<file path="src/rtl/pipe_pkg.sv">
// Shared pipeline types: default datapath widths and the ID->EX entry layout.
package pipe_pkg;

  localparam int XLEN_DEF  = 32;
  localparam int REGW_DEF  = 5;
  localparam int CTRLW_DEF = 8;

  typedef struct packed {
    logic [3:0] alu_sel;
    logic [1:0] wb_sel;
    logic [1:0] mem_rw;
  } idex_ctrl_t;

  typedef struct packed {
    logic [XLEN_DEF-1:0] pc4;
    logic [XLEN_DEF-1:0] op1;
    logic [XLEN_DEF-1:0] op2;
    logic [REGW_DEF-1:0] rd;
    idex_ctrl_t          ctrl;
    logic                pred;
    logic                mem_read;
    logic                reg_write;
  } idex_entry_t;

endpackage

</file>
<file path="src/rtl/pipe_slot.sv">
// One pipeline entry: data register plus valid bit. A load takes priority over a clear.
module pipe_slot #(
  parameter int W = 8
) (
  input  logic         clk,
  input  logic         rst_n,
  input  logic         i_load,
  input  logic         i_clear,
  input  logic [W-1:0] i_d,
  output logic         o_valid,
  output logic [W-1:0] o_q
);

  logic         r_valid;
  logic [W-1:0] r_q;

  // Data only moves on a load, so idle cycles leave the payload untouched.
  always_ff @(posedge clk or negedge rst_n) begin
    if (!rst_n) begin
      r_valid <= 1'b0;
      r_q     <= '0;
    end else if (i_load) begin
      r_valid <= 1'b1;
      r_q     <= i_d;
    end else if (i_clear) begin
      r_valid <= 1'b0;
    end
  end

  assign o_valid = r_valid;
  assign o_q     = r_q;

endmodule

</file>
<file path="src/rtl/idex_elastic_stage.sv">
// ID->EX elastic pipeline register: valid/ready handshake, optional skid slot,
// synchronous flush and load-use hazard detection against the held entries.
module idex_elastic_stage
  import pipe_pkg::*;
#(
  parameter int XLEN  = XLEN_DEF,
  parameter int REGW  = REGW_DEF,
  parameter int CTRLW = CTRLW_DEF,
  parameter int SKID  = 1
) (
  input  logic             clk,
  input  logic             rst_n,
  input  logic             i_flush,
  input  logic             i_in_valid,
  output logic             o_in_ready,
  input  logic [XLEN-1:0]  i_in_pc4,
  input  logic [XLEN-1:0]  i_in_op1,
  input  logic [XLEN-1:0]  i_in_op2,
  input  logic [REGW-1:0]  i_in_rd,
  input  logic [REGW-1:0]  i_in_rs1,
  input  logic [REGW-1:0]  i_in_rs2,
  input  logic [CTRLW-1:0] i_in_ctrl,
  input  logic             i_in_pred,
  input  logic             i_in_mem_read,
  input  logic             i_in_reg_write,
  output logic             o_out_valid,
  input  logic             i_out_ready,
  output logic [XLEN-1:0]  o_out_pc4,
  output logic [XLEN-1:0]  o_out_op1,
  output logic [XLEN-1:0]  o_out_op2,
  output logic [REGW-1:0]  o_out_rd,
  output logic [CTRLW-1:0] o_out_ctrl,
  output logic             o_out_pred,
  output logic             o_out_mem_read,
  output logic             o_out_reg_write,
  output logic             o_hazard_load_use,
  output logic [1:0]       o_occupancy
);

  typedef struct packed {
    logic [XLEN-1:0]  pc4;
    logic [XLEN-1:0]  op1;
    logic [XLEN-1:0]  op2;
    logic [REGW-1:0]  rd;
    logic [CTRLW-1:0] ctrl;
    logic             pred;
    logic             mem_read;
    logic             reg_write;
  } entry_t;

  localparam int W = $bits(entry_t);

  function automatic logic ld_use(input logic v, input entry_t e,
                                  input logic [REGW-1:0] rs1, input logic [REGW-1:0] rs2);
    return v & e.mem_read & e.reg_write & (e.rd != '0) & ((e.rd == rs1) | (e.rd == rs2));
  endfunction

  entry_t     w_in, w_head, w_skid, w_head_d;
  logic       w_head_v, w_skid_v;
  logic       w_hazard, w_in_ready, w_push, w_pop;
  logic       w_head_load, w_head_load_skid, w_head_clr;
  logic       w_skid_load, w_skid_clr;
  logic       w_head_v_nxt, w_skid_v_nxt;
  logic [1:0] r_occ;

  assign w_in = {i_in_pc4, i_in_op1, i_in_op2, i_in_rd, i_in_ctrl,
                 i_in_pred, i_in_mem_read, i_in_reg_write};

  assign w_hazard = i_in_valid & (ld_use(w_head_v, w_head, i_in_rs1, i_in_rs2) |
                                  ld_use(w_skid_v, w_skid, i_in_rs1, i_in_rs2));

  // rst_n gating keeps in_ready low for the whole reset window.
  generate
    if (SKID != 0) begin : g_rdy_skid
      assign w_in_ready = rst_n & ~w_skid_v & ~w_hazard;
    end else begin : g_rdy_single
      assign w_in_ready = rst_n & (~w_head_v | i_out_ready) & ~w_hazard;
    end
  endgenerate

  assign w_push = i_in_valid & w_in_ready;
  assign w_pop  = w_head_v & i_out_ready;

  // Skid is always younger than head: on a pop it refills head before new input does.
  assign w_head_load_skid = ~i_flush & w_pop & w_skid_v;
  assign w_head_load      = w_head_load_skid |
                            (~i_flush & w_push & (~w_head_v | (w_pop & ~w_skid_v)));
  assign w_head_d         = w_head_load_skid ? w_skid : w_in;
  assign w_head_clr       = i_flush | w_pop;
  assign w_skid_load      = ~i_flush & w_push & w_head_v & ~w_pop;
  assign w_skid_clr       = i_flush | w_pop;

  pipe_slot #(.W(W)) u_head (
    .clk     (clk),
    .rst_n   (rst_n),
    .i_load  (w_head_load),
    .i_clear (w_head_clr),
    .i_d     (w_head_d),
    .o_valid (w_head_v),
    .o_q     (w_head)
  );

  generate
    if (SKID != 0) begin : g_skid
      pipe_slot #(.W(W)) u_skid (
        .clk     (clk),
        .rst_n   (rst_n),
        .i_load  (w_skid_load),
        .i_clear (w_skid_clr),
        .i_d     (w_in),
        .o_valid (w_skid_v),
        .o_q     (w_skid)
      );
    end else begin : g_no_skid
      assign w_skid_v = 1'b0;
      assign w_skid   = '0;
    end
  endgenerate

  assign w_head_v_nxt = w_head_load | (w_head_v & ~w_head_clr);
  assign w_skid_v_nxt = (SKID != 0) & (w_skid_load | (w_skid_v & ~w_skid_clr));

  always_ff @(posedge clk or negedge rst_n) begin
    if (!rst_n) r_occ <= 2'd0;
    else        r_occ <= {1'b0, w_head_v_nxt} + {1'b0, w_skid_v_nxt};
  end

  assign o_in_ready        = w_in_ready;
  assign o_out_valid       = w_head_v;
  assign o_out_pc4         = w_head.pc4;
  assign o_out_op1         = w_head.op1;
  assign o_out_op2         = w_head.op2;
  assign o_out_rd          = w_head.rd;
  assign o_out_ctrl        = w_head.ctrl;
  assign o_out_pred        = w_head.pred;
  assign o_out_mem_read    = w_head.mem_read;
  assign o_out_reg_write   = w_head.reg_write;
  assign o_hazard_load_use = w_hazard;
  assign o_occupancy       = r_occ;

endmodule
</file>
<file path="config.mk">
export PLATFORM = sky130hd
export DESIGN_NAME = idex_elastic_stage
export DESIGN_NICKNAME = d
export VERILOG_FILES = /design/src/rtl/pipe_pkg.sv /design/src/rtl/pipe_slot.sv /design/src/rtl/idex_elastic_stage.sv
export SDC_FILE = /design/constraint.sdc
export NUM_CORES = 1
export LEC_CHECK = 0
export ABC_AREA = 1
export CAP_MARGIN = 5
export CORE_UTILIZATION = 40
export CTS_BUF_LIST = sky130_fd_sc_hd__clkbuf_4
export CTS_CLUSTER_SIZE = 8
export DETAILED_ROUTE_END_ITERATION = 8
export MAX_ROUTING_LAYER = met4
export PLACE_DENSITY = 0.66
export SETUP_SLACK_MARGIN = 0.15
export SYNTH_ARGS = -nofsm -noshare
export SYNTH_HDL_FRONTEND = slang
export SYNTH_SLANG_ARGS = --single-unit
</file>
<file path="constraint.sdc">
create_clock -name clk -period 2 [get_ports clk]
set_input_delay 0.5 -clock clk [delete_from_list [all_inputs] [get_ports clk]]
set_output_delay 0.5 -clock clk [all_outputs]
set_load 0.02 [all_outputs]
</file>
---- Word-level counts from Yosys, hierarchy flattened ----
Index checks and enable logic that the tools add are counted.
storage, ports and cells
  output and inout port bits .............. 117
  flip-flop bits (word level) ............. 228
  input bits .............................. 127
  word-level logic and storage cells ...... 54
operators by class
  equal/unequal tests ..................... 4
  bitwise operators ....................... 36
  reductions and logical operators ........ 4
  $add $sub $neg .......................... 1
  multiplexer cells ....................... 4
operator list
  operator            number
  $mux W112           1
  $and A1 B1 Y1       22
  $eq A5 B5 Y1        4
  $reduce_bool A5 Y1  2
  $or A1 B1 Y1        8
  $not A1 Y1          6
  $reduce_bool A2 Y1  2
  $mux W1             3
  $add A1 B1 Y2       1

---- Logic depth before layout (Yosys ltp) ----
Gate-level depths: netlist of run 1.
  depth in word-level cells ............... 14
  gate-level depth with buffers ........... 15
  depth with buffers taken out ............ 13

---- Modules after synthesis ----
Synthesis of run 1 repeated with hierarchy kept, for this count alone.
second synthesis, totals
  cells, all modules ...................... 1210
  area total of the unflattened synthesis .. 10913.0 um2
modules (own cells, without submodules)
  module              times used  area an instance (um2)  cells each
  pipe_slot           2           4327.9                  478
  idex_elastic_stage  1           2257.2                  254

---- Worst setup path after synthesis of run 1 ----
OpenSTA, ideal clock, no wires.
  kind .................................... reg2out
  from .................................... reg u_head.r_q[13], in the netlist u_head.o_q[13]
  to ...................................... out o_in_ready
  setup slack ............................. -0.063 ns
  path buffers ............................ 0
  stages on the path, launching flop included .. 12
  data arrival time ....................... 1.563 ns
  cells stage by stage .................... dfrtp_1 -> inv_1 -> nand2_1 -> nand2_1 -> nor2_1 -> nand3_1 -> nand2_1 -> nand2_1 -> nand2_1 -> inv_2 -> nor2_1 -> nor3_1
between the ends
  word-level cells in the longest chain between the ends .. 7
  elaborated cells between the ends (all ways) .. 10
ends and longest elaborated chain
  item                                                RTL line                  source
  start: declaration                                  pipe_slot.sv:15           logic [W-1:0] r_q;
  start signal: assignment                            pipe_slot.sv:24           r_q <= i_d;
  $eq A5 B5 Y1 or $reduce_bool A5 Y1 (tied branches)  idex_elastic_stage.sv:55  return v & e.mem_read & e.reg_write & (e.rd != '0) & ((e.rd == rs1) | (e.rd == rs2));
  $or A1 B1 Y1 or $and A1 B1 Y1 (tied branches)       idex_elastic_stage.sv:55
  $and A1 B1 Y1 (*)                                   idex_elastic_stage.sv:55
  $or A1 B1 Y1 (*)                                    idex_elastic_stage.sv:69  assign w_hazard = i_in_valid & (ld_use(w_head_v, w_head, i_in_rs1, i_in_rs2) |
  $and A1 B1 Y1 (*)                                   idex_elastic_stage.sv:69
  via o_hazard_load_use                               idex_elastic_stage.sv:36  output logic o_hazard_load_use,
  $not A1 Y1 (*)                                      idex_elastic_stage.sv:75  assign w_in_ready = rst_n & ~w_skid_v & ~w_hazard;
  $and A1 B1 Y1 (*)                                   idex_elastic_stage.sv:75
  end: declaration                                    idex_elastic_stage.sv:15  output logic o_in_ready,
The timed path passes the listed nets; every way through them passes the cells marked *.

---- Worst setup path in the final report of run 1 ----
  from .................................... reg g_skid.u_skid.r_q[12], in the netlist g_skid.u_skid.o_q[12]
  to ...................................... out o_in_ready
between the ends
  word-level cells in the longest chain between the ends .. 7
  elaborated cells between the ends (all ways) .. 10
ends and longest elaborated chain
  item                                                RTL line
  start: declaration                                  pipe_slot.sv:15
  start signal: assignment                            pipe_slot.sv:24
  $eq A5 B5 Y1 or $reduce_bool A5 Y1 (tied branches)  idex_elastic_stage.sv:55
  $or A1 B1 Y1 or $and A1 B1 Y1 (tied branches)       idex_elastic_stage.sv:55
  $and A1 B1 Y1 (*)                                   idex_elastic_stage.sv:55
  $or A1 B1 Y1 (*)                                    idex_elastic_stage.sv:69
  $and A1 B1 Y1 (*)                                   idex_elastic_stage.sv:69
  $not A1 Y1 (*)                                      idex_elastic_stage.sv:75
  $and A1 B1 Y1 (*)                                   idex_elastic_stage.sv:75
Mark *: on every way between the ends. The rest lies on a longest branch, timed or not.

==> results of run 1 <==
worst register-to-register path, delay by kind of cell (launching register included):
family	cells	cell delay [ns]
and+or+nand+nor	11	0.83
DFF	1	0.41
buffers and inverters	6	0.81
registers in the layout (all words and copies together) (netlist names):
| register | count |
|---|---|
| g_skid.u_skid.o_q | 112 |
| u_head.o_q | 112 |
| o_occupancy | 2 |
| g_skid.u_skid.o_valid | 1 |
| u_head.o_valid | 1 |
power groups by stage:
stage | Combinational [mW] | Sequential [mW] | Clock [mW]
floorplan | 1.32 | 6.95 | 0
global placement | 3.66 | 6.46 | 0
detailed placement | 3.74 | 6.48 | 0
CTS | 3.44 | 6.41 | 4.24
global route | 4.39 | 6.67 | 4.50
finish | 4.03 | 6.54 | 4.15
worst paths after layout:
check,end,depth (start not counted)
max,o_in_ready,12
min,g_skid.u_skid.o_q[37],3
max reg2reg,u_head.o_q[89],17
min reg2reg,g_skid.u_skid.o_q[33],2
max in group asynchronous,g_skid.u_skid.o_q[51],4
min in group asynchronous,u_head.o_q[10],3
repair_timing:
action,in CTS,in global routing
buffers inserted,11,12
resized for setup,502,426
setup endpoints to repair,340,249
pin swaps,6,87
hold buffers,1,0
gates cloned,2,45
endpoints found under the hold margin,30,0
cells by family after synthesis:
logic type / synth area share, %
multiplexers: 11.4
buffers and inverters: 4.29
adder cells (fa/ha/maj): 0.119
AO/OA/AOI/OAI: 0.382
flip-flops: 54.4
XOR/XNOR: 0.418
AND/OR/NAND/NOR: 29.0
metal layers:
layer / global-route usage (%) / part of all wire (%) / wire (µm) / up-vias
met1: 29.4 / 43 / 15600 / 4896
li1: - / - / - / 4646
met3: 4.75 / 5.7 / 2070 / 67
met4: 6.90 / 2.4 / 878 / 0
met2: 35.9 / 49 / 17800 / 324
met5: - / 0 / 0 / -
cells in the mapped netlist:
cell      number  area (µm²)
nand2_1      618        2320
dfrtp_1      228        5710
nand3_1      120         601
mux2_2       106        1190
buf_2         38         190
inv_1         24        90.1
clkbuf_1      23        86.3
nor2_1        13        48.8
buf_4          7        52.6
o21ai_0        7        35.0
buf_1          5        18.8
nand4_1        4        25.0
xnor2_1        4        35.0
inv_2          2        7.51
nand4_2        2        25.0
nor3_1         2        10.0
a21oi_1        1        5.00
clkinv_1       1        3.75
ha_1           1        12.5
nand2_2        1        6.26
xor2_1         1        8.76
metrics by stage:
step           setup WS [ns]  TNS, ns  instances  hold WS [ns]  utilization, %
3_3_place_gp          -0.902  -105.11       1782         0.457            54.3
6_report              -0.591   -21.59       1961         0.363            65.6
4_1_cts               -0.628    -1.46       1903         0.309            56.4
2_1_floorplan          0.126        0       1208         0.204               -
3_5_place_dp          -0.905  -111.94       1782         0.461            54.3
5_1_grt               -0.751   -50.21       1961         0.316            65.6
final cells by class:
type	instances	share of cell area, %
Tap cell	330	2.47
Timing Repair inverter	3	0.187
Inverter	27	0.689
Multi-Input combinational cell	880	32.7
Sequential cell	228	34.2
Antenna cell	1	0.0150
Clock buffer	91	4.09
Clock inverter	16	0.524
Timing Repair Buffer	385	25.1
==> impl_metrics.yaml, run 1 <==
status:
  status: "finished, violations left"
  failed_checks: "setup timing"
cts:
  cts_tree: "done"
  clk_pin_slew_worst_paths_ns: 0.07
  insertion_delay_ns: 0.70
  max-clock-path-buffers: 3
  cts_buffers: 60
  htreeDepth: 2
  clock_tree.root_cell: "clkbuf_4"
  cts_sinks: 228
route:
  via_to_cell_ratio: 5.07
  wirelength_mm: 36.4
  antenna_violating_nets_remaining: 0
  routed-via-count: 9933
  wl_per_cell_um: 18.6
  detailedRoute.firstPassIterationCount: 5
  drt-initial-drc-count: 651
  drc_errors: 0
critical_path:
  cp_data_required_time_ns: 1.50
  critical-path-top-delay-family: "simple AND/OR/NAND/NOR gates"
  r2r_start: "g_skid.u_skid.o_q[12]"
  timing.critical_path.to_type: "primary output"
  critPathSlowestCell: "dfrtp_1"
  arrival_ns: 2.09
  timing.setup.critical_path_class: "reg -> out"
  cpMostUsedCell: "nand2_1"
  crit_chain: "buf_6 > nand2_2 > nand2_1 > nor2_2 > nand3_1 > nand2_1 > nand2_1 > nand2_1 > inv_2 > nor2_4 > nor3_2 > buf_4"
  critPathLaunchType: "flop"
  crit_start: "g_skid.u_skid.o_q[12]"
  cp_num_buf_inv: 3
  worst-path-max-fanout: 3
  worst_path_largest_cell_delay_ns: 0.41
  internal_reg_to_reg_setup_slack_ns: -0.16
synthesis:
  yosys_warnings: 0
  syn-instance-count: 1208
  synthesis.area_um2: 10500
  synth.distinct_cells: 21
  ys_seq_elements: 228
  syn-num-nets: 1336
  syn_avg_cell_area_um2: 8.68
  synth_seq_area_share_pct: 54.4
power_and_ir_drop:
  p_leak_nw: 8.84
  sequentialPowerShare_pct: 44.4
  combinationalPowerShare_pct: 27.4
  total_switching_power_mw: 4.93
  powerDensity_nw_per_um2: 882
  p_sw_share_pct: 33.5
  pwr-share-clk_pct: 28.2
  peak_vdd_ir_mv: 0.507
  power_mw: 14.7
  power_report.internal_total_mw: 9.79
floorplanning:
  design.die.area_um2: 26900
  io_pins: 244
  std_cell_rows: 58
  start_util_pct: 41.1
  floorplan.die.height_um: 164
  core_area_um2: 25500
  die-width_um: 164
sta:
  fmax_mhz: 386
  final_period_minus_worst_setup_slack_ns: 2.59
  slew_headroom_pct: 52.7
  layout_worst_path_cycle_share_pct: 130
  finalMaxSlewViolations: 0
  setup_repair_after_global_routing_missed_its_margin: "yes"
  setup_viol: 225
  finalHoldViolations: 0
  worst_pin_slew_ns: 0.709
  post-route-worst-setup-slack_ns: -0.591
  timing.clock.skew_ns: 0.0400
finish:
  filler_cell_count: 1984
  drive_gt1_share_pct: 46.6
  synthToLayoutAreaGrowth_pct: 59.3
  mostFrequentLayoutCell: "nand2_1"
  sequential_cell_area_um2: 5710
  final_area_um2: 16700
  finish.net_count: 1713
  mostFrequentLayoutCells: "nand2_1, dfrtp_1, nand2_2, clkdlybuf4s50_1, nand3_1"
  multi_input_area_um2: 5460
min_path:
  min_path_type: "in -> reg"
  worstHoldStart: "i_in_op2[21]"
grt:
  grt-ovfl-total: 0
  first_pass_grt_wire_length_mm: 47.0
  initial_antenna_violation_count: 1
  total_global_route_track_usage_pct: 22.7
  grt_pass1_vias: 9256
  pin_count_of_the_biggest_net_entering_global_routing: 123
run:
  max_cap_viol_count: 0
placement:
  place_congestion: 0.913
  place.port_buffers: 243
  dpl_cell_area_um2: 13800
  dp_hpwl_mm: 19.1
No activity file was read; power rests on OpenSTA's default activity.
==> run 2, diff against run 1 <==
--- a/config.mk
+++ b/config.mk
@@ -13,7 +13,6 @@
 export DETAILED_ROUTE_END_ITERATION = 8
 export MAX_ROUTING_LAYER = met4
 export PLACE_DENSITY = 0.66
-export SETUP_SLACK_MARGIN = 0.15
 export SYNTH_ARGS = -nofsm -noshare
 export SYNTH_HDL_FRONTEND = slang
 export SYNTH_SLANG_ARGS = --single-unit
==> impl_metrics.yaml, run 2 (synthesis results as in run 1) <==
sta:
  setup_viol: 232
  layout_worst_path_cycle_share_pct: 127
  setup_repair_after_global_routing_missed_its_margin: "yes"
  worst_pin_slew_ns: 0.676
  finalMaxSlewViolations: 0
  final_period_minus_worst_setup_slack_ns: 2.54
  fmax_mhz: 393
  post-route-worst-setup-slack_ns: -0.543
  slew_headroom_pct: 54.9
  totalNegativeSetupSlack_ns: -36.49
  finalHoldViolations: 0
  timing.clock.skew_ns: 0.0500
route:
  via_to_cell_ratio: 5.06
  wirelength_mm: 35.5
  routed-via-count: 9848
  detailedRoute.firstPassIterationCount: 7
  drc_errors: 0
  antenna_violating_nets_remaining: 0
  wl_per_cell_um: 18.2
  drt-initial-drc-count: 829
floorplanning:
  io_pins: 244
  start_util_pct: 41.1
  std_cell_rows: 58
  core_area_um2: 25500
  die-width_um: 164
  floorplan.die.height_um: 164
  design.die.area_um2: 26900
grt:
  total_global_route_track_usage_pct: 25.4
  grt-ovfl-total: 0
  initial_antenna_violation_count: 2
  grt_pass1_vias: 9684
  pin_count_of_the_biggest_net_entering_global_routing: 120
  first_pass_grt_wire_length_mm: 51.4
critical_path:
  timing.setup.critical_path_class: "reg -> out"
  timing.critical_path.to_type: "primary output"
  timing.rr.end: "u_head.o_q[93]"
  crit_start: "u_head.o_q[12]"
  r2r.worst_path.cells: 15
  worst-path-max-fanout: 4
  critPathLaunchType: "flop"
  arrival_ns: 2.04
  internal_reg_to_reg_setup_slack_ns: -0.26
  r2r_start: "u_head.o_q[11]"
  cp_data_required_time_ns: 1.50
finish:
  multi_input_area_um2: 4690
  mostFrequentLayoutCells: "nand2_1, dfrtp_1, clkdlybuf4s50_1, nand3_1, dlygate4sd2_1"
  filler_cell_count: 2102
  drive_gt1_share_pct: 27.3
  finish.net_count: 1690
  sequential_cell_area_um2: 5710
  synthToLayoutAreaGrowth_pct: 52.6
  mostFrequentLayoutCell: "nand2_1"
cts:
  clock_tree.root_cell: "clkbuf_4"
  max-clock-path-buffers: 3
  htreeDepth: 3
  cts_tree: "done"
  clk_pin_slew_worst_paths_ns: 0.06
  cts_buffers: 66
  ctsHoldBuffers: 0
  insertion_delay_ns: 0.68
  cts_sinks: 228
min_path:
  min_path_type: "in -> async"
run:
  max_cap_viol_count: 0
placement:
  place.port_buffers: 243
  preCtsSetupSlack_ns: -0.879
  place_congestion: 0.847
  dp_hpwl_mm: 18.8
power_and_ir_drop:
  p_leak_nw: 8.46
  peak_vdd_ir_mv: 0.620
  powerDensity_nw_per_um2: 931
  power_mw: 14.9
status:
  status: "finished, violations left"
  failed_checks: "setup timing"
run 2: cell count changes in the layout (fill, tap and decap cells not counted), sizes merged, moves of 2 or more:
cell	change
buf	-121
clkbuf	-3
clkdlybuf4s15	+2
clkinv	-4
diode	+5
dlygate4sd2	+107
run 2: worst max-delay path, stage by stage (launching register included):
cell     delay [ns]
dfrtp_1        0.43
buf_4          0.16
nand2_1        0.06
nand2_1        0.05
nor2_1         0.08
nand3_1        0.08
nand2_1        0.07
nand2_1        0.04
nand2_1        0.07
inv_2          0.07
nor2_4         0.11
nor3_2         0.04
buf_4          0.15
run 2: worst max-delay path by stage:
stage	depth (start not counted)	endpoint
final	12	o_in_ready
after global routing	12	o_in_ready
after CTS	10	o_in_ready
after detailed placement	12	o_hazard_load_use
after global placement	12	o_hazard_load_use
after floorplan	14	o_occupancy[0]
run 2: cell type report:
cell class	instances	area share, %
clock buffers	101	4.74
multi-input cells	880	29.3
inverters	27	0.743
repair buffers	359	26.1
flip-flops and latches	228	35.7
diodes	6	0.0939
clock inverters	16	0.736
well taps	330	2.58
run 2: power by group:
group	internal (mW)	leakage, nW	switching (mW)
Combinational	1.74	5.05	2.07
Sequential	5.76	2.89	0.677
Clock	2.56	0.519	2.08
Total	10.1	8.46	4.83
run 2: metrics by stage:
| stage | utilization, % | hold WS (ns) | instance area [µm²] | cells |
|---|---|---|---|---|
| detailed placement | 53.8 | 0.461 | 13700 | 1771 |
| floorplan | - | 0.204 | 10500 | 1208 |
| finish | 62.8 | 0.0847 | 16000 | 1947 |
| global placement | 53.8 | 0.457 | 13700 | 1771 |
| global route | 62.8 | 0.109 | 16000 | 1947 |
| CTS | 59.3 | 0.103 | 15100 | 1914 |
run 2: routing by layer:
metal  up-vias  part of all wire, %  routed length, µm  global-route usage, %
li1       4602                    -                  -                      -
met1      4791                   43              15100                   31.8
met2       380                   48              17200                   40.5
met3        75                  6.7               2390                   6.01
met4         0                  2.3                819                   8.12
met5         -                    0                  0                      -
run 2: repair_timing:
item,in CTS,in global routing
cloned,13,18
pin swaps,3,4
endpoints found under the setup margin,315,235
buffers inserted,13,11
gates resized for setup,172,128
